**src/rtl/mac_tile_sched_pkg.sv**
```systemverilog
// Shared encodings and default tile geometry for the MAC tile scheduler.
package mac_tile_sched_pkg;

  typedef enum logic [1:0] {
    MODE_INT8 = 2'b00,
    MODE_INT4 = 2'b01,
    MODE_VSQ  = 2'b10,
    MODE_ILL  = 2'b11
  } mode_e;

  typedef enum logic [1:0] {
    S_IDLE  = 2'b00,
    S_CALC  = 2'b01,
    S_DRAIN = 2'b10,
    S_DONE  = 2'b11
  } state_e;

  localparam int STEPS_INT8_D  = 32;
  localparam int BLOCKS_INT8_D = 8;
  localparam int STEPS_INT4_D  = 16;
  localparam int BLOCKS_INT4_D = 4;
  localparam int ROWS_D        = 16;

  function automatic logic mode_legal(input logic [1:0] m);
    return m != MODE_ILL;
  endfunction

  function automatic int cnt_w(input int n);
    return (n > 1) ? $clog2(n) : 1;
  endfunction

endpackage

```
**src/rtl/mac_tile_sched_if.sv**
```systemverilog
// Control bus between the tile scheduler and its requester/datapath.
interface mac_tile_sched_if;
  logic       start;
  logic [1:0] mode;
  logic       ppu_ready;
  logic       busy;
  logic       done;
  logic       err;
  logic       rd_en;
  logic [7:0] rd_addr;
  logic       mac_valid;
  logic       is_int8_mode;
  logic       is_int4_mode;
  logic       is_vsq;
  logic       acc_start;
  logic       acc_wr;
  logic       acc_ppu;

  modport slave (
    input  start, mode, ppu_ready,
    output busy, done, err, rd_en, rd_addr, mac_valid,
           is_int8_mode, is_int4_mode, is_vsq, acc_start, acc_wr, acc_ppu
  );

  modport master (
    output start, mode, ppu_ready,
    input  busy, done, err, rd_en, rd_addr, mac_valid,
           is_int8_mode, is_int4_mode, is_vsq, acc_start, acc_wr, acc_ppu
  );
endinterface

```
**src/rtl/mac_tile_sched_counter.sv**
```systemverilog
// Wrap counter with runtime terminal value; clear wins over enable.
module sched_counter #(
  parameter int W = 4
) (
  input  logic         clk,
  input  logic         rst,
  input  logic         clr,
  input  logic         en,
  input  logic [W-1:0] last,
  output logic [W-1:0] cnt,
  output logic         tc
);

  logic [W-1:0] cnt_q, cnt_d;

  assign tc  = (cnt_q == last);
  assign cnt = cnt_q;

  always_comb begin
    cnt_d = cnt_q;
    if (clr)     cnt_d = '0;
    else if (en) cnt_d = tc ? '0 : cnt_q + W'(1);
  end

  always_ff @(posedge clk or posedge rst) begin
    if (rst) cnt_q <= '0;
    else     cnt_q <= cnt_d;
  end

endmodule

```
**src/rtl/mac_tile_sched.sv**
```systemverilog
// Tile scheduler: walks K-blocks of MAC steps, drains accumulator rows to the
// PPU between blocks, and reports completion.
module mac_tile_sched
  import mac_tile_sched_pkg::*;
#(
  parameter int STEPS_INT8  = STEPS_INT8_D,
  parameter int BLOCKS_INT8 = BLOCKS_INT8_D,
  parameter int STEPS_INT4  = STEPS_INT4_D,
  parameter int BLOCKS_INT4 = BLOCKS_INT4_D,
  parameter int ROWS        = ROWS_D
) (
  input  logic             clk,
  input  logic             rst,
  mac_tile_sched_if.slave  bus
);

  localparam int SMAX   = (STEPS_INT8 > STEPS_INT4) ? STEPS_INT8 : STEPS_INT4;
  localparam int BMAX   = (BLOCKS_INT8 > BLOCKS_INT4) ? BLOCKS_INT8 : BLOCKS_INT4;
  localparam int SW     = cnt_w(SMAX);
  localparam int BW     = cnt_w(BMAX);
  localparam int RW     = cnt_w(ROWS);
  localparam int STAGES = 1;

  state_e             state_q, state_d;
  mode_e              mode_q, mode_d;
  logic               err_q, err_d;
  logic               launch_q, launch_d;
  logic               ppu_q, ppu_d;
  logic [STAGES-1:0]  vld_pipe_q, vld_pipe_d;

  logic               step_en, step_clr, step_tc;
  logic               blk_en, blk_clr, blk_tc;
  logic               row_en, row_clr, row_tc;
  logic [SW-1:0]      step_cnt, step_last;
  logic [BW-1:0]      blk_cnt, blk_last;
  logic [RW-1:0]      row_cnt_unused;
  logic [7:0]         steps_n;
  logic               is8, rd_en;

  assign is8       = (mode_q == MODE_INT8);
  assign step_last = is8 ? SW'(STEPS_INT8 - 1)  : SW'(STEPS_INT4 - 1);
  assign blk_last  = is8 ? BW'(BLOCKS_INT8 - 1) : BW'(BLOCKS_INT4 - 1);
  assign steps_n   = is8 ? 8'(STEPS_INT8) : 8'(STEPS_INT4);

  sched_counter #(.W(SW)) u_step (
    .clk(clk), .rst(rst), .clr(step_clr), .en(step_en),
    .last(step_last), .cnt(step_cnt), .tc(step_tc)
  );

  sched_counter #(.W(BW)) u_blk (
    .clk(clk), .rst(rst), .clr(blk_clr), .en(blk_en),
    .last(blk_last), .cnt(blk_cnt), .tc(blk_tc)
  );

  sched_counter #(.W(RW)) u_row (
    .clk(clk), .rst(rst), .clr(row_clr), .en(row_en),
    .last(RW'(ROWS - 1)), .cnt(row_cnt_unused), .tc(row_tc)
  );

  // launch_q marks the acc_start cycle: still IDLE, but already committed,
  // so it counts as busy and blocks a second start.
  always_comb begin
    state_d  = state_q;
    mode_d   = mode_q;
    err_d    = err_q;
    launch_d = 1'b0;
    ppu_d    = 1'b0;
    step_en  = 1'b0;
    step_clr = 1'b0;
    blk_en   = 1'b0;
    blk_clr  = 1'b0;
    row_en   = 1'b0;
    row_clr  = 1'b0;
    unique case (state_q)
      S_IDLE: begin
        if (launch_q) begin
          state_d = S_CALC;
        end else if (bus.start) begin
          if (mode_legal(bus.mode)) begin
            mode_d   = mode_e'(bus.mode);
            err_d    = 1'b0;
            launch_d = 1'b1;
            step_clr = 1'b1;
            blk_clr  = 1'b1;
            row_clr  = 1'b1;
          end else begin
            err_d = 1'b1;
          end
        end
      end
      S_CALC: begin
        step_en = 1'b1;
        if (step_tc) begin
          state_d = S_DRAIN;
          ppu_d   = 1'b1;
        end
      end
      S_DRAIN: begin
        // First drain cycle only issues acc_ppu; rows count from the next one.
        row_en = !ppu_q && bus.ppu_ready;
        if (row_en && row_tc) begin
          blk_en  = 1'b1;
          state_d = blk_tc ? S_DONE : S_CALC;
        end
      end
      S_DONE: begin
        state_d = S_IDLE;
      end
      default: state_d = S_IDLE;
    endcase
  end

  assign rd_en      = (state_q == S_CALC);
  assign vld_pipe_d = STAGES'({vld_pipe_q, rd_en});

  always_ff @(posedge clk or posedge rst) begin
    if (rst) begin
      state_q    <= S_IDLE;
      mode_q     <= MODE_INT8;
      err_q      <= 1'b0;
      launch_q   <= 1'b0;
      ppu_q      <= 1'b0;
      vld_pipe_q <= '0;
    end else begin
      state_q    <= state_d;
      mode_q     <= mode_d;
      err_q      <= err_d;
      launch_q   <= launch_d;
      ppu_q      <= ppu_d;
      vld_pipe_q <= vld_pipe_d;
    end
  end

  assign bus.busy         = (state_q != S_IDLE) || launch_q;
  assign bus.done         = (state_q == S_DONE);
  assign bus.err          = err_q;
  assign bus.rd_en        = rd_en;
  assign bus.rd_addr      = rd_en ? 8'(8'(blk_cnt) * steps_n + 8'(step_cnt)) : 8'd0;
  assign bus.mac_valid    = vld_pipe_q[STAGES-1];
  assign bus.acc_wr       = vld_pipe_q[STAGES-1];
  assign bus.acc_start    = launch_q;
  assign bus.acc_ppu      = ppu_q;
  assign bus.is_int8_mode = (state_q != S_IDLE) && (mode_q == MODE_INT8);
  assign bus.is_int4_mode = (state_q != S_IDLE) && (mode_q == MODE_INT4);
  assign bus.is_vsq       = (state_q != S_IDLE) && (mode_q == MODE_VSQ);

endmodule
```
**src/flat_wrapper.sv**
```systemverilog
// flat-port wrapper written by rule: the top's interface ports become plain ports
module mac_tile_sched_flat import mac_tile_sched_pkg::*;
#(
  parameter int STEPS_INT8  = STEPS_INT8_D,
  parameter int BLOCKS_INT8 = BLOCKS_INT8_D,
  parameter int STEPS_INT4  = STEPS_INT4_D,
  parameter int BLOCKS_INT4 = BLOCKS_INT4_D,
  parameter int ROWS        = ROWS_D
)
  (clk, rst, bus_start, bus_mode, bus_ppu_ready, bus_busy, bus_done, bus_err, bus_rd_en, bus_rd_addr, bus_mac_valid, bus_is_int8_mode, bus_is_int4_mode, bus_is_vsq, bus_acc_start, bus_acc_wr, bus_acc_ppu);
  mac_tile_sched_if bus_i ();
  input  logic clk;
  input  logic rst;
  input wire logic [$bits(bus_i.start)-1:0] bus_start;
  input wire logic [$bits(bus_i.mode)-1:0] bus_mode;
  input wire logic [$bits(bus_i.ppu_ready)-1:0] bus_ppu_ready;
  output wire logic [$bits(bus_i.busy)-1:0] bus_busy;
  output wire logic [$bits(bus_i.done)-1:0] bus_done;
  output wire logic [$bits(bus_i.err)-1:0] bus_err;
  output wire logic [$bits(bus_i.rd_en)-1:0] bus_rd_en;
  output wire logic [$bits(bus_i.rd_addr)-1:0] bus_rd_addr;
  output wire logic [$bits(bus_i.mac_valid)-1:0] bus_mac_valid;
  output wire logic [$bits(bus_i.is_int8_mode)-1:0] bus_is_int8_mode;
  output wire logic [$bits(bus_i.is_int4_mode)-1:0] bus_is_int4_mode;
  output wire logic [$bits(bus_i.is_vsq)-1:0] bus_is_vsq;
  output wire logic [$bits(bus_i.acc_start)-1:0] bus_acc_start;
  output wire logic [$bits(bus_i.acc_wr)-1:0] bus_acc_wr;
  output wire logic [$bits(bus_i.acc_ppu)-1:0] bus_acc_ppu;
  assign bus_i.start = bus_start;
  assign bus_i.mode = bus_mode;
  assign bus_i.ppu_ready = bus_ppu_ready;
  assign bus_busy = bus_i.busy;
  assign bus_done = bus_i.done;
  assign bus_err = bus_i.err;
  assign bus_rd_en = bus_i.rd_en;
  assign bus_rd_addr = bus_i.rd_addr;
  assign bus_mac_valid = bus_i.mac_valid;
  assign bus_is_int8_mode = bus_i.is_int8_mode;
  assign bus_is_int4_mode = bus_i.is_int4_mode;
  assign bus_is_vsq = bus_i.is_vsq;
  assign bus_acc_start = bus_i.acc_start;
  assign bus_acc_wr = bus_i.acc_wr;
  assign bus_acc_ppu = bus_i.acc_ppu;
  mac_tile_sched #(.STEPS_INT8(STEPS_INT8), .BLOCKS_INT8(BLOCKS_INT8), .STEPS_INT4(STEPS_INT4), .BLOCKS_INT4(BLOCKS_INT4), .ROWS(ROWS)) u_core (.clk(clk), .rst(rst), .bus(bus_i));
endmodule
```
**config.mk**
```make
export PLATFORM = sky130hd
export DESIGN_NAME = mac_tile_sched_flat
export DESIGN_NICKNAME = d
export VERILOG_FILES = /design/src/rtl/mac_tile_sched_pkg.sv /design/src/rtl/mac_tile_sched_if.sv /design/src/rtl/mac_tile_sched_counter.sv /design/src/rtl/mac_tile_sched.sv /design/src/flat_wrapper.sv
export SDC_FILE = /design/constraint.sdc
export NUM_CORES = 1
export LEC_CHECK = 0
export ABC_AREA = 0
export BUFFER_PORTS_ARGS = -buffer_cell sky130_fd_sc_hd__clkbuf_2
export CAP_MARGIN = 20
export CORE_UTILIZATION = 42
export DETAILED_ROUTE_END_ITERATION = 8
export PLACE_DENSITY = 0.66
export SYNTH_ARGS = -nofsm -noshare
export SYNTH_HDL_FRONTEND = slang
export SYNTH_SLANG_ARGS = --single-unit
```
**constraint.sdc**
```tcl
create_clock -name clk -period 2.6 [get_ports clk]
set_clock_uncertainty 0.15 [all_clocks]
set_input_delay 0.26 -clock clk [delete_from_list [all_inputs] [get_ports clk]]
set_output_delay 0.26 -clock clk [all_outputs]
set_load 0.02 [all_outputs]
```
==> metrics.md <==
| Metric | Value |
|---|---|
| Tmin final | `2.72 ns` |
| Vias | `1051` |
| Fin crit share | `105%` |
| RSZ-0062 raised after global routing | `true` |
| CP Buf/Inv Count | `2` |
| Number of buffers created by CTS | `3` |
| Die width | `58.0 µm` |
| Hold WC Path Type | `input port to flip-flop` |
| RePlAce Congestion | `0.792` |
| Synth top area cells | `dfrtp_1 (38%), ha_1 (8.5%), and2_1 (4.7%), a21oi_2 (4.7%), buf_6 (2.6%)` |
| Final setup violation count | `1` |
| CP cell instances | `nor2_4, buf_6, mux2_4, ha_4, ha_4, xnor3_1, a31o_2, a21oi_2, clkbuf_8` |
| Gr ovfl total | `0` |
| N_diodes | `0` |
| DRC | `3` |
| H-tree depth | `1` |
| Syn. warnings | `0` |
| Row cnt | `19` |
| Number of synthesized flops with an enable pin | `0` |
| Final hold viol count | `0` |
| Die Y | `58.0 µm` |
| Filler cells | `262` |
| Flops & latches, synth | `20` |
| Synth Flop Type | `dfrtp_1` |
| Initial DRC count | `47` |
| R2r setup slk | `0.64 ns` |
| # nets final | `174` |
| Initial Utilization | `between 40% and 50%` |
| CP startpoint kind | `flip-flop` |
| Max FO, Critical Path | `3` |
| Antenna violations before repair | `0` |
| Number of global-route vias before repair | `1083` |
| Syn Nets | `145` |
| Yosys top cell area share | `38.0%` |
| Detail Placement HPWL | `2000 µm` |
| Register area share after synthesis | `38.0%` |
| Worst-path clk slew | `0.12 ns` |
| Worst Path Required | `2.19 ns` |
| Syn_area_per_cell | `10.1 µm²` |
| First-pass GRT wire length | `4990 µm` |
| Pre-Repair DR Iteration Count | `6` |
| TritonCTS clock tree | `done` |
| CTS Buffer Depth | `2` |
| Critical path type | `flip-flop to primary output` |
| CP Capture Type | `primary output` |
| Routed wire length | `2840 µm` |
| Cells after Synth | `130` |
| Commonest cells after routing, fill and taps aside | `clkbuf_2 (23), dfrtp_1 (20), and2_1 (10)` |
| Fmax | `0.367 GHz` |
| Die area | `3370 µm²` |
| Worst-Skew Late Latency | `roughly 0.30 ns` |
| Core area | `2850 µm²` |
| IO Count | `25` |
| Arrival time worst endpoint | `2.31 ns` |
| Max Slew Vio Count | `0` |
| Worst setup margin | `-0.123 ns` |
| Dpl cells | `182` |
| Most common cell after layout, fill and taps aside | `clkbuf_2` |
| CP peak stage delay | `approximately 0.43 ns` |
| Drt wl/cell | `15.1 µm` |
| Worst-Margin Slew | `0.814 ns` |
| Max-cap violation count | `0` |
| Worst ir drop on vdd | `0.615 mV` |
| CP max stage cell | `dfrtp_1` |
| Pwr dens | `894 nW/µm²` |
| Status | `finished with violations` |
| Top cell type by total area after synthesis | `dfrtp_1` |
| CTS root buf | `clkbuf_4` |
| WHS | `0.0647 ns` |
| Synth unique cells | `47` |
| Syn-to-layout area delta | `18.3%` |
| Share of cells above drive strength 1 | `34.4%` |
| Gr usage total | `19.3%` |
| Post-DR vias/cell | `roughly 5.6` |
| Leakage | `0.699 nW` |
| Crit path max-delay family | `flip-flops` |
| Mapped cell area | `1320 µm²` |
| Post-route ant nets | `0` |
| Most used cell, CP | `ha_4` |
| Slew HR | `around 46%` |
| Failing checks | `DRC, setup timing` |
| Ys async rst share | `100%` |
| Port-buffer cells | `24` |
| Largest net degree at the start of global routing | `21` |
| CTS sink count | `20` |
| Non-Filler Instances | `188` |
## registers in the layout (all words and copies together) (netlist names)
| register | count |
|---|---|
| u_core.u_blk.cnt | 3 |
| u_core.mode_q | 2 |
| u_core.bus.acc_start | 1 |
| u_core.bus.acc_wr | 1 |
| u_core.u_row.cnt | 4 |
| u_core.u_step.cnt | 5 |
| u_core.state_q | 2 |
| u_core.bus.acc_ppu | 1 |
| u_core.bus.err | 1 |
## final timing paths
kind	startpoint	endpoint	cells after the start
max	u_core.mode_q[1]	bus_rd_addr[7]	9
min	bus_mode[1]	u_core.mode_q[1]	2
max reg2reg	u_core.mode_q[1]	u_core.u_blk.cnt[0]	7
min reg2reg	u_core.bus.err	u_core.bus.err	2
max in group asynchronous	rst	u_core.bus.acc_ppu	3
min in group asynchronous	rst	u_core.bus.acc_wr	3
## cells by family (layout without fill, tap and decap cells)
group           count (synthesis)  in the layout  synth area share [%]
compound gates                 31             31                  17.2
flops                          20             20                  38.0
other cells                     1              1                 0.285
fa+ha+maj                       9              9                  8.55
buf+inv                        14             41                  7.31
mux                             2              2                  1.71
simple gates                   51             51                  24.6
xor+xnor                        2              2                  2.37
## synth_stat cells, types with 2 or more instances
cell type and number:
o22ai_1 3, nor3b_1 3, nand3_1 4, mux2_2 2, nor3_1 2, buf_6 3
dfrtp_1 20, a21oi_2 7, ha_1 9, nand2_1 5, and2_1 10, or4_1 2
inv_1 6, a21oi_1 4, nor2b_1 2, o22a_1 2, nand4_1 3, nor2_1 6
o21ai_0 5, or3_1 5
## through the flow
step | util [%] | power (mW) | TNS [ns] | area (µm²) | setup WS (ns)
2_1_floorplan | - | 1.00 | 0 | 1320 | 0.0566
3_3_place_gp | 50.6 | 1.17 | 0 | 1440 | 0.136
3_5_place_dp | 50.6 | 1.19 | 0 | 1440 | 0.0916
4_1_cts | 54.3 | 1.38 | -0.138 | 1550 | -0.138
5_1_grt | 54.6 | 1.50 | -0.203 | 1560 | -0.203
6_report | 54.6 | 1.39 | -0.123 | 1560 | -0.123
## per-layer routing
metal | part of all wire [%] | track usage, %
met3 | 3.0 | 2.23
met1 | 49 | 26.8
met4 | 0.92 | 6.46
met5 | 0 | 0
met2 | 47 | 31.5
## power breakdown
part	switching (mW)	leakage (nW)	internal, mW
Clock	0.0986	0.0138	0.0540
Sequential	0.0935	0.259	0.393
Combinational	0.446	0.427	0.309
## what timing repair did
action	4_1_cts	5_1_grt
hold buffers	1	0
setup endpoints to repair	1	1
resized for setup	12	1
buffers inserted	1	1
pin swaps	4	2
endpoints found under the hold margin	20	0
## worst reg2reg max path, delay by kind of cell, from the launching register on
family                   cells  cell delay (ns)
adder cells (fa/ha/maj)      1             0.30
flip-flops                   1             0.43
buffers and inverters        2             0.18
AND/OR/NAND/NOR              3             0.73
AO/OA/AOI/OAI                1             0.12
## cell type report
cell class	count	area, µm²	share of cell area [%]
flip-flops and latches	20	500	32.1
inverters	7	26.3	1.69
repair buffers	31	191	12.3
clock buffers	3	22.5	1.44
well taps	31	38.8	2.49
multi-input cells	96	779	50.0
Power figures use the tool's default switching activity.
